$ cat config.mk
export PLATFORM = sky130hd
export DESIGN_NAME = vx_barrier_unit
export DESIGN_NICKNAME = d
export VERILOG_FILES = /design/src/rtl/vx_barrier_unit_pkg.sv /design/src/rtl/vx_barrier_slot.sv /design/src/rtl/vx_barrier_unit.sv
export SDC_FILE = /design/constraint.sdc
export NUM_CORES = 1
export LEC_CHECK = 0
export ABC_CLOCK_PERIOD_IN_PS = 1800
export CORE_UTILIZATION = 50
export DETAILED_ROUTE_END_ITERATION = 10
export GPL_TIMING_DRIVEN = 0
export HOLD_SLACK_MARGIN = 0.05
export PLACE_DENSITY = 0.77
export SLEW_MARGIN = 5
export SYNTH_ARGS = -nofsm -noshare
export SYNTH_HDL_FRONTEND = slang
export SYNTH_SLANG_ARGS = --single-unit
$ cat constraint.sdc
create_clock -name clk -period 1.8 [get_ports clk]
set_input_delay 0.36 -clock clk [delete_from_list [all_inputs] [get_ports clk]]
set_output_delay 0.36 -clock clk [all_outputs]
set_load 0.1 [all_outputs]
$ cat src/rtl/vx_barrier_unit_pkg.sv
`default_nettype none
// ============================================================================
// Module   : vx_barrier_unit_pkg
// Purpose  : Shared types and constants for the local barrier unit.
//            bar_req_t mirrors the barrier fields carried on the warp-control
//            interface; bar_release_t is the release message sent to the
//            warp scheduler.
// Contents : NUM_WARPS_DEF, NUM_BARRIERS_DEF, NW_WIDTH, NB_WIDTH,
//            clog2_min1(), bar_req_t, bar_release_t
// Revision : 1.0  initial release
// ============================================================================
package vx_barrier_unit_pkg;

    localparam int NUM_WARPS_DEF    = 4;
    localparam int NUM_BARRIERS_DEF = 4;

    // Index width that never collapses to zero bits for a single entry.
    function automatic int clog2_min1(input int n);
        return (n > 1) ? $clog2(n) : 1;
    endfunction

    localparam int NW_WIDTH = clog2_min1(NUM_WARPS_DEF);
    localparam int NB_WIDTH = clog2_min1(NUM_BARRIERS_DEF);

    typedef struct packed {
        logic                valid;
        logic [NW_WIDTH-1:0] wid;
        logic [NB_WIDTH-1:0] id;
        logic [NW_WIDTH-1:0] size_m1;
        logic                is_noop;
    } bar_req_t;

    typedef struct packed {
        logic                     valid;
        logic [NUM_WARPS_DEF-1:0] wmask;
    } bar_release_t;

endpackage
`default_nettype wire

$ cat src/rtl/vx_barrier_slot.sv
`default_nettype none
// ============================================================================
// Module   : vx_barrier_slot
// Purpose  : State for one barrier id: arrival count and arrived-warp mask.
//            Presents the duplicate / last-arrival decision and the mask that
//            would be released, and updates its state when selected.
// Ports    : clk, reset          clock, async active-high reset
//            req_en              request targets this id (noop excluded)
//            req_wid             arriving warp
//            req_size_m1         participating warps minus 1
//            wmask               current arrived-warp mask
//            is_dup              arriving warp already waiting here
//            is_last             this arrival completes the barrier
//            rel_mask            mask released if is_last
// Revision : 1.0  initial release
// ============================================================================
module vx_barrier_slot #(
    parameter int NUM_WARPS = 4,
    parameter int NW_W      = 2
) (
    input  logic                 clk,
    input  logic                 reset,
    input  logic                 req_en,
    input  logic [NW_W-1:0]      req_wid,
    input  logic [NW_W-1:0]      req_size_m1,
    output logic [NUM_WARPS-1:0] wmask,
    output logic                 is_dup,
    output logic                 is_last,
    output logic [NUM_WARPS-1:0] rel_mask
);

    logic [NW_W-1:0]      r_cnt;
    logic [NUM_WARPS-1:0] r_wmask;
    logic [NUM_WARPS-1:0] w_onehot;

    assign w_onehot = NUM_WARPS'(1) << req_wid;
    assign is_dup   = |(r_wmask & w_onehot);
    assign is_last  = (r_cnt == req_size_m1);
    assign rel_mask = r_wmask | w_onehot;
    assign wmask    = r_wmask;

    always_ff @(posedge clk or posedge reset) begin
        if (reset) begin
            r_cnt   <= '0;
            r_wmask <= '0;
        end else if (req_en && !is_dup) begin
            if (is_last) begin
                r_cnt   <= '0;
                r_wmask <= '0;
            end else begin
                r_cnt   <= r_cnt + 1'b1;
                r_wmask <= r_wmask | w_onehot;
            end
        end
    end

`ifndef SYNTHESIS
    // The first arrival fixes the barrier size; later arrivals must agree.
    logic [NW_W-1:0] r_first_size;

    always_ff @(posedge clk or posedge reset) begin
        if (reset) begin
            r_first_size <= '0;
        end else if (req_en && !is_dup && (r_wmask == '0)) begin
            r_first_size <= req_size_m1;
        end
    end

    a_size_consistent: assert property (@(posedge clk) disable iff (reset)
        (req_en && !is_dup && (r_wmask != '0)) |-> (req_size_m1 == r_first_size));
`endif

endmodule
`default_nettype wire

$ cat src/rtl/vx_barrier_unit.sv
`default_nettype none
// ============================================================================
// Module   : vx_barrier_unit
// Purpose  : Per-core local barrier manager. Tracks arrivals per barrier id
//            and emits a registered release mask to the warp scheduler one
//            cycle after the last warp arrives (or after a noop barrier).
// Ports    : clk, reset          clock, async active-high reset
//            bar_valid/bar_wid/bar_id/bar_size_m1/bar_is_noop
//                                barrier request from warp control
//            release_valid       registered pulse, release_wmask valid
//            release_wmask       warps to unstall this cycle
//            stalled_wmask       OR of all pending barrier masks
//            err_dup             registered pulse, duplicate arrival
//            perf_bar_stalls     (VX_BAR_PERF_EN) stalled warp-cycles
//            perf_bar_releases   (VX_BAR_PERF_EN) release count
// Options  : define VX_BAR_PERF_EN to add the performance counters.
// Notes    : bar_req_t / bar_release_t take their widths from the package
//            defaults; instantiate with matching NUM_WARPS / NUM_BARRIERS.
// Revision : 1.0  initial release
// ============================================================================
module vx_barrier_unit
    import vx_barrier_unit_pkg::*;
#(
    parameter int NUM_WARPS    = NUM_WARPS_DEF,
    parameter int NUM_BARRIERS = NUM_BARRIERS_DEF,
    parameter int NW_W         = clog2_min1(NUM_WARPS),
    parameter int NB_W         = clog2_min1(NUM_BARRIERS)
) (
    input  logic                 clk,
    input  logic                 reset,
    input  logic                 bar_valid,
    input  logic [NW_W-1:0]      bar_wid,
    input  logic [NB_W-1:0]      bar_id,
    input  logic [NW_W-1:0]      bar_size_m1,
    input  logic                 bar_is_noop,
    output logic                 release_valid,
    output logic [NUM_WARPS-1:0] release_wmask,
    output logic [NUM_WARPS-1:0] stalled_wmask,
    output logic                 err_dup
`ifdef VX_BAR_PERF_EN
    ,
    output logic [63:0]          perf_bar_stalls,
    output logic [31:0]          perf_bar_releases
`endif
);

    bar_req_t     w_req;
    bar_release_t w_rel;
    bar_release_t r_rel;
    logic         w_err;
    logic         r_err;

    logic [NUM_BARRIERS-1:0] w_sel;
    logic [NUM_BARRIERS-1:0] w_slot_dup;
    logic [NUM_BARRIERS-1:0] w_slot_last;
    logic [NUM_WARPS-1:0]    w_slot_wmask [NUM_BARRIERS];
    logic [NUM_WARPS-1:0]    w_slot_rel   [NUM_BARRIERS];
    logic [NUM_WARPS-1:0]    w_stalled;
    logic [NUM_WARPS-1:0]    w_onehot;

    assign w_req = '{valid:   bar_valid,
                     wid:     bar_wid,
                     id:      bar_id,
                     size_m1: bar_size_m1,
                     is_noop: bar_is_noop};

    assign w_onehot = NUM_WARPS'(1) << w_req.wid;

    generate
        for (genvar b = 0; b < NUM_BARRIERS; b++) begin : g_slot
            // Noop barriers never touch slot state.
            assign w_sel[b] = w_req.valid && !w_req.is_noop && (w_req.id == NB_W'(b));

            vx_barrier_slot #(
                .NUM_WARPS (NUM_WARPS),
                .NW_W      (NW_W)
            ) u_slot (
                .clk         (clk),
                .reset       (reset),
                .req_en      (w_sel[b]),
                .req_wid     (w_req.wid),
                .req_size_m1 (w_req.size_m1),
                .wmask       (w_slot_wmask[b]),
                .is_dup      (w_slot_dup[b]),
                .is_last     (w_slot_last[b]),
                .rel_mask    (w_slot_rel[b])
            );
        end
    endgenerate

    // Decision for the addressed slot, in priority order noop > dup > last.
    always_comb begin
        w_rel = '0;
        w_err = 1'b0;
        if (w_req.valid) begin
            if (w_req.is_noop) begin
                w_rel.valid = 1'b1;
                w_rel.wmask = w_onehot;
            end else if (w_slot_dup[w_req.id]) begin
                w_err = 1'b1;
            end else if (w_slot_last[w_req.id]) begin
                w_rel.valid = 1'b1;
                w_rel.wmask = w_slot_rel[w_req.id];
            end
        end
    end

    // Slot masks are registers, so this view changes on the same edge as the
    // arrival state it summarises.
    always_comb begin
        w_stalled = '0;
        for (int b = 0; b < NUM_BARRIERS; b++) begin
            w_stalled = w_stalled | w_slot_wmask[b];
        end
    end

    always_ff @(posedge clk or posedge reset) begin
        if (reset) begin
            r_rel <= '0;
            r_err <= 1'b0;
        end else begin
            r_rel <= w_rel;
            r_err <= w_err;
        end
    end

    assign release_valid = r_rel.valid;
    assign release_wmask = r_rel.wmask;
    assign stalled_wmask = w_stalled;
    assign err_dup       = r_err;

`ifdef VX_BAR_PERF_EN
    logic [63:0] r_perf_stalls;
    logic [31:0] r_perf_releases;
    logic [63:0] w_stall_pop;

    always_comb begin
        w_stall_pop = '0;
        for (int i = 0; i < NUM_WARPS; i++) begin
            w_stall_pop = w_stall_pop + 64'(w_stalled[i]);
        end
    end

    always_ff @(posedge clk or posedge reset) begin
        if (reset) begin
            r_perf_stalls   <= '0;
            r_perf_releases <= '0;
        end else begin
            r_perf_stalls <= r_perf_stalls + w_stall_pop;
            if (r_rel.valid) begin
                r_perf_releases <= r_perf_releases + 32'd1;
            end
        end
    end

    assign perf_bar_stalls   = r_perf_stalls;
    assign perf_bar_releases = r_perf_releases;
`endif

endmodule
`default_nettype wire

==> results of run 1 <==
-- timing repair --
action | in CTS | in global routing
pin swaps | 5 | 16
hold endpoints to repair | 0 | 0
setup buffers | 11 | 4
gates resized for setup | 61 | 26
endpoints found under the setup margin | 37 | 29
-- kinds of logic (layout without fill, tap and decap cells) --
kind of cell           Yosys count  after routing
flip-flops                      30             30
AO/OA/AOI/OAI                   34             34
AND/OR/NAND/NOR                 58             58
buffers and inverters           22             59
multiplexers                    13             13
XOR/XNOR                         8              8
-- per-layer routing --
layer / vias up / GRT usage / wire, um
met1: 731 / 0.304 / 1630
met5: - / 0 / 0
met3: 16 / 0.0554 / 330
li1: 654 / - / -
met4: 0 / 0.156 / 137
met2: 72 / 0.422 / 2250
-- per-stage QoR --
stage               hold WS (ps)  setup TNS (ps)  cell area, um2
floorplan                    451           -2.96            1720
global placement             528          -13440            1920
detailed placement           537          -14360            1920
CTS                          338            -205            2120
global route                 358           -1240            2240
finish                       346            -333            2240
-- layout make-up --
type                    count  area share
multi-input cells         113       0.428
flip-flops and latches     30       0.336
repair buffers             29       0.133
plain buffers               7      0.0268
inverters                  15      0.0251
clock buffers               7      0.0246
well taps                  44      0.0246
clock inverters             1     0.00223
-- synth_stat cells --
cell      instances
buf_1             1
clkbuf_1          2
and2_1            1
nand2b_1          1
or4_1             3
a41oi_1           1
nor3_4            1
nor4_4            1
nor3b_2           1
nand4_1           2
mux4_2            8
nor2b_1           2
o22ai_1           4
and2b_1           1
a211oi_1          4
xnor2_1           8
dfrtp_1          30
buf_6             2
and3_1            3
a21o_1            4
and3_4            1
mux2i_1           4
inv_1            15
nand2_1          22
o31ai_1           1
a21boi_2          1
nor2_1           14
a21boi_0          3
nand3b_1          3
nand3_1           1
mux4_1            1
a21oi_1          16
buf_2             2
nor4b_4           1
-- worst paths after layout --
check / start / end / slack (ps) / cells past startpoint
worst max register to register: g_slot[1].u_slot.wmask[3] / g_slot[1].u_slot.wmask[3] / -20 / 5
max in group asynchronous: reset / g_slot[0].u_slot.wmask[3] / 810 / 2
min in group asynchronous: reset / g_slot[2].u_slot.r_cnt[1] / 450 / 2
worst min-delay path: bar_valid / release_wmask[2] / 350 / 3
worst min register to register: g_slot[3].u_slot.r_cnt[0] / g_slot[3].u_slot.r_cnt[1] / 570 / 2
worst max-delay path: g_slot[1].u_slot.wmask[2] / stalled_wmask[2] / -90 / 2
-- power by group through the flow --
| stage | combinational [uW] | sequential (uW) | clock (uW) |
|---|---|---|---|
| after floorplan | 1140 | 1310 | 0 |
| after global placement | 1530 | 1210 | 0 |
| after detailed placement | 1570 | 1230 | 0 |
| after CTS | 1790 | 1210 | 435 |
| after global routing | 2110 | 1260 | 458 |
| final | 2000 | 1240 | 429 |
-- layout by cell type, fill, tap and decap left out, drive strengths merged, types with 6 or more instances in the layout --
| cell type | n |
|---|---|
| a21oi | 16 |
| nor2 | 14 |
| xnor2 | 8 |
| clkdlybuf4s15 | 6 |
| clkbuf | 9 |
| inv | 14 |
| nand2 | 22 |
| mux4 | 9 |
| dfrtp | 30 |
| buf | 24 |
-- state kept, by name, summed over array words and instances (netlist names) --
register,flops
release_wmask,4
g_slot.u_slot.wmask,16
err_dup,1
g_slot.u_slot.r_cnt,8
release_valid,1
-- worst max-delay path: cells and delay by family (launching register included) --
family                 cells  cell delay (ps)
buffers and inverters      1              190
AND/OR/NAND/NOR            1              560
flip-flops                 1              440
==> run summary, run 1 <==
layout cell share with drive strength beyond 1 - 0.356
CTS tree - yes
Port-buffer cells - 14
Placed Cells - 223
synth warn - 0
Final Hold Fails - 0
WL final - 4340 um
first-pass GRT wire length - 6480 um
clk slew on worst S/H paths - 90 ps
Flop pwr share - 0.338
residual DRC count - 0
Slew @ Worst Pin - 1080 ps
Final min period - 1890 ps
Die X - 60.6 um
total power - 3670 uW
worst skew pair latency - 350 ps
fin util - 0.710
Layout Nets - 211
largest net degree at the start of global routing - 31
post-route ant nets - 0
die area - 3670 um2
distinct cell type count of the synthesized netlist - 34
Clk pwr share - 0.117
Hold/Removal Path Class - in2reg
Synth area leaders - dfrtp_1 44%, mux4_2 10%, nand2_1 4.8%
Slowest cell on crit path - or4_4
Clock Path Buffers - 2
worst vdd ir - 0.000815 V
Setup crit end kind - output pin
CP max stage delay - 560 ps
Tot GR Track Use - 0.254
sequential-to-total area share from yosys stat - 0.437
Cell Area, Synth - 1720 um2
Routed WL per cell - 17.7 um
fin. max-slew vios - 0
Synth Area in XOR/XNOR - 0.0408
area of the multi-input gates - 958 um2
GR Overflow Total - 0
drt pass-1 iters - 4
critical path peak fanout - 4
pwr/cell area - 1640 nW/um2
Die Height - 60.6 um
GP Congestion - 0.905
num rows - 20
Synth Area in Compound Gates - 0.125
Critical Path RT - 1440 ps
dpl ws - -642 ps
Final Non-Filler Cells - 246
Synth Instances - 165
fill count - 236
Vias per Instance - 5.99
Synth top area share - 0.437
Max-cap violations - 0
fmax - 528 MHz
synthesized flop and latch total - 30
switch share - 0.457
CTS root buffer - clkbuf_4
combinational share of power - 0.545
area leader, netlist - dfrtp_1
Core Area - 3150 um2
Num CTS Buffers - 5
syn_area_per_cell - 10.4 um2
Mapped Nets - 175
simple-gate share of the synthesized area - 0.195
H-Tree Depth - 2
Worst EP arrival - 1530 ps
Iteration-0 DRC Markers - 93
period utilization - 1.05
Vias - 1473
Area Overhead vs Synth - 30.5%
post-route setup slack - -93.6 ps
vias in the first global route - 1421
cell internal pwr - 1990 uW
CTS Hold Bufs - 0
num ports - 20
P_leak - 0.00100 uW
RSZ-0062 raised after global routing - true
Setup-failing EPs final - 9
Initial Util - 0.544
clock sink total - 30
Inserted Diodes - 0
register area - 752 um2
adder-cell share of the synthesized area - 0
Clock Skews - 10.4 ps
Worst Setup Start Kind - flip-flop
failing checks - negative setup slack
main combinational cell family by area after synthesis - simple AND/OR/NAND/NOR gates
initial antenna violation count - 0
slew margin rel. - 0.274
P_sw - 1680 uW
proportion of synthesized area in mux cells - 0.144
status - finished with violations
DP Wirelength - 2770 um
Cell Chain, Critical Path - or4_4 -> buf_12
crit path kind - reg2out
(Power assumes the default switching activity.)
==> run 2, diff against run 1 <==
SLEW_MARGIN = 15   (was 5)
==> run summary, run 2 (synthesized netlist as in run 1, its figures left out) <==
fin util - 0.710 (unchanged)
critical path peak fanout - 4 (unchanged)
Final min period - 1890 ps (unchanged)
H-Tree Depth - 2 (unchanged)
Setup crit end kind - output pin
Clock Skews - 10.4 ps (unchanged)
crit path kind - reg2out
CTS root buffer - clkbuf_4
Post-DP Area - 1920 um2 (unchanged)
Final Hold Fails - 0 (unchanged)
Die Height - 60.6 um (unchanged)
Vias per Instance - 5.99 (unchanged)
Clock Path Buffers - 2 (unchanged)
Setup-failing EPs final - 9 (unchanged)
P_leak - 0.00100 uW (+0.27%)
fmax - 528 MHz (unchanged)
Area Overhead vs Synth - 30.5% (unchanged)
post-route setup slack - -93.6 ps (unchanged)
Worst Setup Start Kind - flip-flop
setup_tns - -333 ps (unchanged)
max FFs per register - 16 (unchanged)
most common cell after layout, fill and taps aside - dfrtp_1
CTS tree - yes
Critical Path RT - 1440 ps (about the same)
DP Wirelength - 2770 um (unchanged)
Routed WL per cell - 17.7 um (about the same)
clock sink total - 30 (unchanged)
residual DRC count - 0 (unchanged)
period utilization - 1.05 (unchanged)
drt pass-1 iters - 4 (unchanged)
end of the worst register-to-register path - g_slot[1].u_slot.wmask[3]
GP Congestion - 0.905 (unchanged)
Hold/Removal Path Class - in2reg
Initial Util - 0.544 (unchanged)
commonest non-fill, non-tap cells in the layout - 29 x dfrtp_1, 19 x nand2_1, 14 x inv_1
initial antenna violation count - 0 (unchanged)
Hold Path Stages - 3 (unchanged)
Slew @ Worst Pin - 633 ps (-449 ps)
status - finished with violations
worst skew pair latency - 350 ps (about the same)
hold endpoint - release_wmask[2]
Tot GR Track Use - 0.254 (unchanged)
pwr/cell area - 1640 nW/um2 (about the same)
Vias - 1473 (unchanged)
failing checks - negative setup slack
Worst EP arrival - 1530 ps (about the same)
Hold WS - 346 ps (unchanged)
Finished Cell Area - 2240 um2 (unchanged)
Die X - 60.6 um (unchanged)
Worst R2R Setup Slack - -20 ps (about the same)
num rows - 20 (unchanged)
vias in the first global route - 1421 (unchanged)
largest net degree at the start of global routing - 31 (unchanged)
Num CTS Buffers - 5 (unchanged)
clk slew on worst S/H paths - 90 ps (about the same)
slew margin rel. - 0.578 (+0.303)
RSZ-0062 raised after global routing - true
layout cell share with drive strength beyond 1 - 0.361 (+0.00495)
WL final - 4350 um (about the same)
Inserted Diodes - 0 (unchanged)
crit path from - g_slot[1].u_slot.wmask[2]
Layout Nets - 211 (unchanged)
worst vdd ir - 0.000815 V (about the same)
Port-buffer cells - 14 (unchanged)
post-route ant nets - 0 (unchanged)
first-pass GRT wire length - 6480 um (unchanged)
fin. max-slew vios - 0 (unchanged)
worst-case reg-to-reg path depth - 5 (unchanged)
FF-to-FF Start - g_slot[1].u_slot.wmask[3]
GR Overflow Total - 0 (unchanged)
die area - 3670 um2 (unchanged)
Max-cap violations - 0 (unchanged)
Iteration-0 DRC Markers - 93 (unchanged)
num ports - 20 (unchanged)
HP Start - bar_valid
Core Area - 3150 um2 (unchanged)
total power - 3670 uW (about the same)
[run 2: worst max-delay path by stage]
stage                           endpoint  slack, ps
2_1_floorplan  g_slot[2].u_slot.wmask[3]         -1
3_3_place_gp   g_slot[3].u_slot.wmask[3]       -630
3_5_place_dp   g_slot[3].u_slot.wmask[2]       -640
4_1_cts                 stalled_wmask[1]        -90
5_1_grt                 stalled_wmask[2]       -100
6_report                stalled_wmask[2]        -90
[run 2: power breakdown]
group / total, uW / internal (uW) / switching [uW]
Combinational: 2000 / 838 / 1160
Sequential: 1240 / 965 / 277
Clock: 429 / 189 / 240
[run 2: critical path, cell delays in order, from the launching register on]
cell	delay (ps)
dfrtp_1	440
or4_4	560
buf_12	190
[run 2: layer usage]
metal  global-route usage  vias up  wire length, um
met2                0.422       72             2250
met5                    0        -                0
met1                0.304      731             1630
met4                0.156        0              137
met3               0.0554       16              330
li1                     -      654                -
[run 2: per-stage QoR]
stage               instances  setup WS, ps
CTS                       242         -89.1
finish                    246         -93.6
global placement          223          -631
detailed placement        223          -642
floorplan                 165        -0.987
global route              246          -103
[run 2: final cells by class]
| type | instances | area (um2) |
|---|---|---|
| Multi-Input combinational cell | 113 | 958 |
| Tap cell | 44 | 55.1 |
| Timing Repair Buffer | 29 | 298 |
| Clock buffer | 7 | 55.1 |
| Fill cell | 236 | 913 |
| Sequential cell | 30 | 752 |
| Buffer | 7 | 60.1 |
| Clock inverter | 1 | 5.00 |
| Inverter | 15 | 56.3 |
[run 2: repair_timing]
item / 4_1_cts / 5_1_grt
pin swaps: 5 / 16
cloned: 0 / 0
resized for setup: 61 / 26
setup buffers: 11 / 4
hold endpoints to repair: 0 / 0
hold buffers: 0 / 0
endpoints found under the setup margin: 37 / 29
==> run 3, diff against run 2 <==
ABC_CLOCK_PERIOD_IN_PS = default   (was 1800)
PLACE_DENSITY = default   (was 0.77)
PLACE_DENSITY_LB_ADDON = 0.08   (was default)
==> run summary, run 3 (synthesized netlist as in run 1, its figures left out) <==
Tot GR Track Use - 0.264 (+0.00928)
initial antenna violation count - 0 (unchanged)
register area - 751 um2 (-0.17%)
WL final - 4370 um (+0.64%)
Layout Nets - 212 (+0.47%)
period utilization - 1.05 (-0.00600)
Iteration-0 DRC Markers - 75 (-19%)
Setup-failing EPs final - 12 (+3)
first-pass GRT wire length - 6750 um (+4.2%)
Final min period - 1880 ps (-10.8 ps)
DP Wirelength - 2770 um (+0.12%)
largest net degree at the start of global routing - 31 (unchanged)
Post-DP Area - 1920 um2 (unchanged)
combinational share of power - 0.546 (about the same)
Clock Skews - 15.9 ps (+5.52 ps)
CTS tree - yes
Slew @ Worst Pin - 608 ps (-24.4 ps)
H-Tree Depth - 2 (unchanged)
Routed WL per cell - 17.7 um (+0.24%)
area of the multi-input gates - 955 um2 (-0.39%)
cell internal pwr - 2040 uW (+2.3%)
critical path peak fanout - 5 (+1)
RSZ-0062 raised after global routing - true
CP max stage delay - 490 ps (-70 ps)
worst vdd ir - 0.00164 V (+100%)
most common cell after layout, fill and taps aside - dfrtp_1
Area Overhead vs Synth - 30.0%
Clock Path Buffers - 2 (unchanged)
GR Overflow Total - 0 (unchanged)
routed wl met2 - 2180 um (-2.8%)
Num CTS Buffers - 5 (unchanged)
Finished Cell Area - 2230 um2 (-0.39%)
num ports - 20 (unchanged)
slew margin rel. - 0.594 (+0.0163)
Core Area - 3150 um2 (unchanged)
drt pass-1 iters - 6 (+2)
Top Layer Used - met4
Vias - 1451 (-1.5%)
Inserted Diodes - 0 (unchanged)
fmax - 531 MHz (+0.57%)
Worst EP arrival - 2110 ps (+580 ps)
Final Hold Fails - 0 (unchanged)
P_leak - 0.00101 uW (+0.20%)
Critical Path RT - 2030 ps (+590 ps)
fin. max-slew vios - 0 (unchanged)
CTS root buffer - clkbuf_4
met3 wire len - 290 um (-12%)
status - finished with violations
Initial Util - 0.544 (unchanged)
clk slew on worst S/H paths - 100 ps (about the same)
Hold/Removal Path Class - in2reg
worst skew pair latency - 340 ps (about the same)
pwr/cell area - 1660 nW/um2 (+1.0%)
P_sw - 1650 uW (-1.5%)
num rows - 20 (unchanged)
Hold WS - 393 ps (+46.9 ps)
fill count - 245 (+3.8%)
total power - 3690 uW (+0.61%)
residual DRC count - 0 (unchanged)
DRT met1 WL - 1730 um (+5.9%)
commonest non-fill, non-tap cells in the layout - 30 x dfrtp_1, 20 x nand2_1, 15 x buf_4
post-route setup slack - -82.8 ps (+10.8 ps)
max FFs per register - 16 (unchanged)
vias in the first global route - 1425 (+0.28%)
Die Height - 60.6 um (unchanged)
Clk pwr share - 0.114 (-0.003)
CTS Hold Bufs - 0 (unchanged)
layout cell share with drive strength beyond 1 - 0.360 (-0.00178)
crit path kind - reg2reg
Setup crit end kind - flip-flop
fin util - 0.708 (-0.00278)
Flop pwr share - 0.340 (+0.002)
GP Congestion - 0.884 (-2.4%)
failing checks - negative setup slack
Die X - 60.6 um (unchanged)
switch share - 0.448 (-0.00938)
Vias per Instance - 5.87 (-1.9%)
Cell Chain, Critical Path - buf_6 -> mux4_2 -> nor3b_4 -> and3_4 -> a21oi_2
die area - 3670 um2 (unchanged)
Slowest cell on crit path - mux4_2
clock sink total - 30 (unchanged)
post-route ant nets - 0 (unchanged)
Port-buffer cells - 14 (unchanged)
Max-cap violations - 0 (unchanged)
Worst Setup Start Kind - flip-flop
==> run 3: cell count changes in the layout (fill, tap and decap cells not counted), moves of 2 or more <==
cell and change:
a21oi_2 -3, a21boi_0 +2, buf_6 -3, nor2_1 -5, dlygate4sd2_1 +2, a21oi_1 +3
buf_4 +4, nor2_2 +5
==> run 3: area by class of cell <==
type,count,area share
plain buffers,7,0.0236
clock buffers,7,0.0247
clock inverters,1,0.00224
inverters,15,0.0252
multi-input cells,113,0.428
flip-flops and latches,30,0.337
well taps,44,0.0247
repair buffers,30,0.135
==> run 3: what timing repair did <==
| item | 4_1_cts | 5_1_grt |
|---|---|---|
| endpoints found under the setup margin | 38 | 29 |
| buffers inserted | 10 | 6 |
| pin swaps | 11 | 9 |
| resized for setup | 65 | 17 |
==> run 3: layer usage <==
layer / track usage / vias to the layer above
li1: - / 658
met1: 0.303 / 707
met2: 0.455 / 68
met3: 0.0533 / 18
met4: 0.156 / 0
met5: 0 / -
==> run 3: power groups by stage <==
stage / clock, uW / combinational (uW) / sequential, uW
CTS: 426 / 1790 / 1230
floorplan: 0 / 1140 / 1310
detailed placement: 0 / 1560 / 1230
global route: 452 / 2140 / 1280
global placement: 0 / 1530 / 1210
finish: 422 / 2020 / 1250
==> run 3: path summary, 6_finish.rpt <==
| path | cells past startpoint | endpoint | slack [ps] | start |
|---|---|---|---|---|
| hold / removal | 3 | release_wmask[1] | 390 | bar_valid |
| hold reg to reg | 2 | g_slot[1].u_slot.wmask[3] | 570 | g_slot[1].u_slot.wmask[3] |
| setup reg to reg | 5 | g_slot[3].u_slot.wmask[0] | -80 | g_slot[3].u_slot.wmask[2] |
| max in group asynchronous | 2 | release_wmask[0] | 980 | reset |
| setup / recovery | 5 | g_slot[3].u_slot.wmask[0] | -80 | g_slot[3].u_slot.wmask[2] |
| min in group asynchronous | 2 | g_slot[2].u_slot.r_cnt[1] | 400 | reset |
==> run 3: critical path: cells and delay by family (launching register included) <==
family	cells	cell delay [ps]
flip-flops	1	410
AO/OA/AOI/OAI	1	40
buffers and inverters	1	130
multiplexers	1	490
AND/OR/NAND/NOR	2	700
==> run 3: per-stage QoR <==
| stage | setup slack [ps] | instances | setup TNS (ps) |
|---|---|---|---|
| floorplan | -0.987 | 165 | -2.96 |
| global placement | -717 | 223 | -15100 |
| detailed placement | -721 | 223 | -16010 |
| CTS | -106 | 241 | -266 |
| global route | -116 | 247 | -1390 |
| finish | -82.8 | 247 | -680 |
